**src/rtl/dmem_arbiter_if.sv**
```systemverilog
// ============================================================================
// Module      : dmem_arbiter_if
// Description : Request/grant and RAM-side bundle for the data-memory arbiter.
// Revision    : 1.0 - initial release
// ============================================================================
`default_nettype none

interface dmem_arbiter_if;
    logic        cpu_req;
    logic        cpu_we;
    logic [31:0] cpu_addr;
    logic [31:0] cpu_wd;
    logic [31:0] cpu_rd;
    logic        cpu_stall;
    logic        dma_req;
    logic        dma_we;
    logic [31:0] dma_addr;
    logic [31:0] dma_wd;
    logic        dma_gnt;
    logic        dma_rvalid;
    logic [31:0] dma_rd;
    logic        mem_we;
    logic [31:0] mem_addr;
    logic [31:0] mem_wd;
    logic [31:0] mem_rd;
    logic        err_oob;
    logic [31:0] err_addr;

    // Requesters and RAM side
    modport master (
        output cpu_req, cpu_we, cpu_addr, cpu_wd,
        input  cpu_rd, cpu_stall,
        output dma_req, dma_we, dma_addr, dma_wd,
        input  dma_gnt, dma_rvalid, dma_rd,
        input  mem_we, mem_addr, mem_wd,
        output mem_rd,
        input  err_oob, err_addr
    );

    // Arbiter side
    modport slave (
        input  cpu_req, cpu_we, cpu_addr, cpu_wd,
        output cpu_rd, cpu_stall,
        input  dma_req, dma_we, dma_addr, dma_wd,
        output dma_gnt, dma_rvalid, dma_rd,
        output mem_we, mem_addr, mem_wd,
        input  mem_rd,
        output err_oob, err_addr
    );
endinterface

`default_nettype wire

```
**src/rtl/dmem_arbiter.sv**
```systemverilog
// ============================================================================
// Module      : dmem_arbiter
// Description : CPU-priority arbiter for single-port data memory with DMA
//               starvation guard and out-of-range access blocking.
// Revision    : 1.0 - initial release
// ============================================================================
`default_nettype none

module dmem_arbiter #(
    parameter int DEPTH        = 129600,
    parameter int STARVE_LIMIT = 4
) (
    input  wire logic     clk,
    input  wire logic     reset,
    dmem_arbiter_if.slave bus
);

    localparam logic [31:0] c_depth        = 32'(DEPTH);
    localparam logic [3:0]  c_starve_limit = 4'(STARVE_LIMIT);

    logic [3:0]  r_starve_cnt;
    logic        w_force;
    logic        w_dma_grant;
    logic        w_cpu_grant;
    logic        w_cpu_in_range;
    logic        w_dma_in_range;
    logic        w_sel_in_range;
    logic        w_any_grant;
    logic [31:0] w_sel_addr;

    always_comb begin
        w_force        = bus.dma_req && (r_starve_cnt >= c_starve_limit);
        w_dma_grant    = w_force || (bus.dma_req && !bus.cpu_req);
        w_cpu_grant    = bus.cpu_req && !w_dma_grant;
        w_cpu_in_range = bus.cpu_addr < c_depth;
        w_dma_in_range = bus.dma_addr < c_depth;
        w_any_grant    = w_cpu_grant || w_dma_grant;

        w_sel_addr     = 32'd0;
        w_sel_in_range = 1'b0;
        bus.mem_we     = 1'b0;
        bus.mem_addr   = 32'd0;
        bus.mem_wd     = 32'd0;
        if (w_dma_grant) begin
            w_sel_addr     = bus.dma_addr;
            w_sel_in_range = w_dma_in_range;
            bus.mem_we     = bus.dma_we && w_dma_in_range;
            bus.mem_addr   = bus.dma_addr;
            bus.mem_wd     = bus.dma_wd;
        end else if (w_cpu_grant) begin
            w_sel_addr     = bus.cpu_addr;
            w_sel_in_range = w_cpu_in_range;
            bus.mem_we     = bus.cpu_we && w_cpu_in_range;
            bus.mem_addr   = bus.cpu_addr;
            bus.mem_wd     = bus.cpu_wd;
        end

        bus.cpu_stall = bus.cpu_req && !w_cpu_grant;
        bus.cpu_rd    = (w_cpu_grant && w_cpu_in_range) ? bus.mem_rd : 32'd0;
        bus.dma_gnt   = w_dma_grant;
    end

    always_ff @(posedge clk) begin
        if (reset) begin
            r_starve_cnt   <= 4'd0;
            bus.dma_rvalid <= 1'b0;
            bus.dma_rd     <= 32'd0;
            bus.err_oob    <= 1'b0;
            bus.err_addr   <= 32'd0;
        end else begin
            if (w_dma_grant || !bus.dma_req) begin
                r_starve_cnt <= 4'd0;
            end else if (r_starve_cnt != 4'hF) begin
                r_starve_cnt <= r_starve_cnt + 4'd1;
            end

            bus.dma_rvalid <= w_dma_grant && !bus.dma_we;
            if (w_dma_grant && !bus.dma_we) begin
                bus.dma_rd <= w_dma_in_range ? bus.mem_rd : 32'd0;
            end

            // Only the granted access can fault; the address is kept from the first one
            if (w_any_grant && !w_sel_in_range) begin
                bus.err_oob <= 1'b1;
                if (!bus.err_oob) begin
                    bus.err_addr <= w_sel_addr;
                end
            end
        end
    end

endmodule

`default_nettype wire

```
**src/flat_wrapper.sv**
```systemverilog
// flat-port wrapper written by rule: the top's interface ports become plain ports
module dmem_arbiter_flat 
#(
    parameter int DEPTH        = 129600,
    parameter int STARVE_LIMIT = 4
)
  (clk, reset, bus_cpu_req, bus_cpu_we, bus_cpu_addr, bus_cpu_wd, bus_cpu_rd, bus_cpu_stall, bus_dma_req, bus_dma_we, bus_dma_addr, bus_dma_wd, bus_dma_gnt, bus_dma_rvalid, bus_dma_rd, bus_mem_we, bus_mem_addr, bus_mem_wd, bus_mem_rd, bus_err_oob, bus_err_addr);
  dmem_arbiter_if bus_i ();
  input  wire logic clk;
  input  wire logic reset;
  input wire logic [$bits(bus_i.cpu_req)-1:0] bus_cpu_req;
  input wire logic [$bits(bus_i.cpu_we)-1:0] bus_cpu_we;
  input wire logic [$bits(bus_i.cpu_addr)-1:0] bus_cpu_addr;
  input wire logic [$bits(bus_i.cpu_wd)-1:0] bus_cpu_wd;
  output wire logic [$bits(bus_i.cpu_rd)-1:0] bus_cpu_rd;
  output wire logic [$bits(bus_i.cpu_stall)-1:0] bus_cpu_stall;
  input wire logic [$bits(bus_i.dma_req)-1:0] bus_dma_req;
  input wire logic [$bits(bus_i.dma_we)-1:0] bus_dma_we;
  input wire logic [$bits(bus_i.dma_addr)-1:0] bus_dma_addr;
  input wire logic [$bits(bus_i.dma_wd)-1:0] bus_dma_wd;
  output wire logic [$bits(bus_i.dma_gnt)-1:0] bus_dma_gnt;
  output wire logic [$bits(bus_i.dma_rvalid)-1:0] bus_dma_rvalid;
  output wire logic [$bits(bus_i.dma_rd)-1:0] bus_dma_rd;
  output wire logic [$bits(bus_i.mem_we)-1:0] bus_mem_we;
  output wire logic [$bits(bus_i.mem_addr)-1:0] bus_mem_addr;
  output wire logic [$bits(bus_i.mem_wd)-1:0] bus_mem_wd;
  input wire logic [$bits(bus_i.mem_rd)-1:0] bus_mem_rd;
  output wire logic [$bits(bus_i.err_oob)-1:0] bus_err_oob;
  output wire logic [$bits(bus_i.err_addr)-1:0] bus_err_addr;
  assign bus_i.cpu_req = bus_cpu_req;
  assign bus_i.cpu_we = bus_cpu_we;
  assign bus_i.cpu_addr = bus_cpu_addr;
  assign bus_i.cpu_wd = bus_cpu_wd;
  assign bus_cpu_rd = bus_i.cpu_rd;
  assign bus_cpu_stall = bus_i.cpu_stall;
  assign bus_i.dma_req = bus_dma_req;
  assign bus_i.dma_we = bus_dma_we;
  assign bus_i.dma_addr = bus_dma_addr;
  assign bus_i.dma_wd = bus_dma_wd;
  assign bus_dma_gnt = bus_i.dma_gnt;
  assign bus_dma_rvalid = bus_i.dma_rvalid;
  assign bus_dma_rd = bus_i.dma_rd;
  assign bus_mem_we = bus_i.mem_we;
  assign bus_mem_addr = bus_i.mem_addr;
  assign bus_mem_wd = bus_i.mem_wd;
  assign bus_i.mem_rd = bus_mem_rd;
  assign bus_err_oob = bus_i.err_oob;
  assign bus_err_addr = bus_i.err_addr;
  dmem_arbiter #(.DEPTH(DEPTH), .STARVE_LIMIT(STARVE_LIMIT)) u_core (.clk(clk), .reset(reset), .bus(bus_i));
endmodule
```
**config.mk**
```make
export PLATFORM = sky130hd
export DESIGN_NAME = dmem_arbiter_flat
export DESIGN_NICKNAME = d
export VERILOG_FILES = /design/src/rtl/dmem_arbiter_if.sv /design/src/rtl/dmem_arbiter.sv /design/src/flat_wrapper.sv
export SDC_FILE = /design/constraint.sdc
export NUM_CORES = 1
export LEC_CHECK = 0
export ABC_AREA = 1
export ABC_CLOCK_PERIOD_IN_PS = 1400
export BUFFER_PORTS_ARGS = -buffer_cell sky130_fd_sc_hd__buf_2
export CORE_AREA = 2 2 128 130
export CTS_CLUSTER_DIAMETER = 120
export DETAILED_ROUTE_END_ITERATION = 10
export DIE_AREA = 0 0 130 132
export HOLD_SLACK_MARGIN = 0.08
export PLACE_DENSITY = 0.61
export RECOVER_POWER = 100
export SETUP_SLACK_MARGIN = 0.05
export SLEW_MARGIN = 20
export SYNTH_ARGS = -nofsm -noshare
export SYNTH_HDL_FRONTEND = slang
export SYNTH_SLANG_ARGS = --single-unit
```
**constraint.sdc**
```tcl
create_clock -name clk -period 1.4 [get_ports clk]
set_input_delay 0.21 -clock clk [delete_from_list [all_inputs] [get_ports clk]]
set_output_delay 0.21 -clock clk [all_outputs]
set_load 0.03 [all_outputs]
```
==> metrics.md <==
| Metric | Value |
|---|---|
| Final net count | 1,273 |
| H-tree levels | 3 |
| Sequential cell area | 1410 um2 |
| CTS buffer count | 9 |
| Largest cells by area after synthesis | dfxtp_1 (34%), nor2_1 (13%), inv_1 (9.9%) |
| Pwr/cell area | 808 nW/um2 |
| Io pins | 331 |
| Mean post-synth cell area | 6.28 um2 |
| Leak | 4.70 nW |
| FMAX | 510 MHz |
| Vias in the first global route | about 6,000 |
| Gr usage total | 25.4% |
| GPL Wtd Cong | 0.905 |
| Post-Synth Adder-Cell Area | less than 1% |
| Largest area contributor in the synthesized netlist | dfxtp_1 |
| Crit path cell chain | inv_2, nand2_2, a21oi_4, inv_2, nor2_4, nand2_4, buf_12, buf_12, nor2_4, buf_6 |
| Mux contribution to synthesized area | 0% |
| Clock buffer depth | 2 |
| DPL Wire Length | ~15,000 um |
| Number of clock sinks | 70 |
| Tmin final | 1960 ps |
| Hold/Removal Path Class | in -> reg |
| Chip width | 130 um |
| Non-Filler Instances | 1,327 |
| Core Area | ~16,000 um2 |
| HP Start | bus_dma_we |
| Pin count of the biggest net entering global routing | 33 |
| Asr flop ratio synth | 0% |
| Fin crit share | 140% |
| Synth Instances | roughly 650 |
| Min Hold Slack | 96.0 ps |
| Initial cell density of the core | 26.1% |
| Switching share of power | around a third |
| Dpl cells | 1,237 |
| Final WS setup | -562 ps |
| Mapped cell area | about 4100 um2 |
| # Max-Cap Violations | 0 |
| Clock power frac | 30.7% |
| Site row count | 46 |
| Final Max Slew Viols | 0 |
| Hold Vio Cnt, Final | 0 |
| Compound-Gate Fraction of Synth Area | 20.5% |
| Area grow syn2layout | 130% |
| Crit path max fanout | 8 |
| Outcome | finished, violations left |
| Crit Path Class | reg -> out |
| Die Height | 132 um |
| First-pass DRT Iterations | 4 |
| Clock root cell | clkbuf_16 |
| YS warnings | 0 |
| Antenna Cells | 0 |
| Fillcell total | 1,430 |
| Multi-input logic area | 2950 um2 |
| Post-detailed-route count of antenna-violating nets | 0 |
| Most common cell in the netlist | nor2_1 |
| Net Count, Synth | 820 |
| Critical Path Slowest Stage Cell | dfxtp_2 |
| Worst VDD drop | 0.542 mV |
| Wire length per cell | about 17 um |
| Post-synthesis xor/xnor area fraction | 0% |
| Seq cells post-synth | 70 |
| CTS tree | yes |
| Setup TNS | -73,390 ps |
| Setup Skew | 3.30 ps |
| Critical Path Max Stage Delay | 330 ps |
| Layout cells sized above 1 | 53.2% |
| P_int | 0.00499 W |
| Crit path DAT | ~1800 ps |
| Startpoint Class | flop |
| Antenna violations before repair | 0 |
| Worst r2r src | u_core.r_starve_cnt[2] |
| P_sw | around 0.0026 W |
| Ys flop type | dfxtp_1 |
| Commonest cells post-synth | nor2_1 (139), inv_1 (108), nand2_1 (102) |
| First-pass GRT wire length | 33,900 um |
| EDFF count, synth | 0 |
| Crit end category | primary output |
| Gr ovfl total | 0 |
| Sequential fraction of the synthesis area | about a third |
| Vias | 6,071 |
| RSZ-0062 raised after global routing | yes |
| Final setup violation count | about 160 |
| Post-synthesis simple-gate area fraction | 29.7% |
| Power share of the sequential group | 29.0% |
| I/O Buffers | 330 |
| Largest family of logic cells by synthesized area | simple AND/OR/NAND/NOR gates |
| Skew-Pair Late Insertion Delay | between 300 and 400 ps |
| Setup crit start | u_core.r_starve_cnt[3] |
| Combinational Power Share | 40.2% |
| Drt initial violations | between 200 and 300 |
| Clock slew at reported path FFs | 60 ps |
| Worst Path Required | around 1200 ps |
| Synth top area share | 34.2% |
| Die area | about 17,000 um2 |
| Via density | 4.57 |
| Failing checks | negative setup slack |
| Yosys cell types | 26 |
| DRC | 0 |
| WL final | 22,700 um |
==> metrics by stage <==
stage	setup slack (ps)	instance area [um2]	utilization [%]	power, W
floorplan	-145	4740	-	0.00361
global placement	-553	7090	45.1	0.00451
detailed placement	-543	7090	45.1	0.00452
CTS	-569	9130	58.1	0.00755
global route	-641	9420	59.9	0.00794
finish	-562	9420	59.9	0.00761
==> routing by layer <==
layer / GRT usage [%] / vias up / routed length [um]
met1: 33.4 / 2840 / 10100
li1: - / 2990 / -
met2: 43.3 / 216 / 11000
met3: 4.42 / 25 / 1240
met5: 0 / - / 0
met4: 5.91 / 0 / 365
==> area by class of cell <==
type / count / area share (%)
multi-input combinational: 427 / 31.3
tap: 216 / 2.87
clock inverter: 3 / 0.452
sequential: 70 / 14.9
inverter: 113 / 4.50
clock buffer: 13 / 2.76
timing repair buffer: 485 / 43.1
==> power by group through the flow <==
stage,combinational [W],sequential [W],clock [W]
CTS,0.00294,0.00220,0.00241
global placement,0.00228,0.00224,0
floorplan,0.00110,0.00251,0
detailed placement,0.00228,0.00224,0
finish,0.00306,0.00221,0.00234
global route,0.00323,0.00222,0.00248
==> flip-flops by register name (all words and copies together) (netlist names) <==
signal / count
u_core.bus.err_addr: 32
u_core.r_starve_cnt: 4
u_core.bus.dma_rd: 32
u_core.bus.dma_rvalid: 1
u_core.bus.err_oob: 1
==> layout by cell type (no fill, tap or decap), types with 3 or more instances in the layout <==
master	synthesis	layout
o21a_1	14	13
inv_1	108	92
a22o_4	0	30
dfxtp_2	0	3
buf_6	3	97
a21oi_4	1	14
nor2_4	1	39
a21oi_1	53	19
buf_8	0	4
nor2_2	2	17
nand4_1	35	35
buf_4	0	107
buf_16	0	16
clkbuf_16	0	13
a21oi_2	0	21
inv_2	4	21
nor2_1	139	87
nand2_1	102	99
o21ai_0	33	31
clkbuf_1	21	67
nand3_4	0	3
buf_2	12	166
nand2_2	2	3
buf_12	0	22
dfxtp_1	70	67
nand3_1	4	3
==> path summary, 6_finish.rpt <==
check	end	slack [ps]	cells past startpoint
max	bus_cpu_rd[7]	-560	10
min	u_core.bus.dma_rvalid	100	2
max reg2reg	u_core.bus.err_addr[22]	-430	15
min reg2reg	u_core.bus.err_addr[16]	470	2
==> critical path: cells and delay by family, from the launching register on <==
family,cells,cell delay [ps]
and+or+nand+nor,4,320
AOI/OAI and AO/OA,1,180
buffers and inverters,5,590
DFF,1,330
==> cells by family after synthesis <==
| kind of cell | count (synthesis) |
|---|---|
| flops | 70 |
| compound gates | 134 |
| buf+inv | 157 |
| fa+ha+maj | 1 |
| other cells | 1 |
| simple gates | 290 |
==> what timing repair did <==
action,4_1_cts,5_1_grt
setup buffers,35,20
setup endpoints to repair,163,165
cloned,17,4
hold buffers,0,0
gates resized for setup,301,37
pin swaps,42,7
Note: power is estimated with default switching activity, not from simulation.
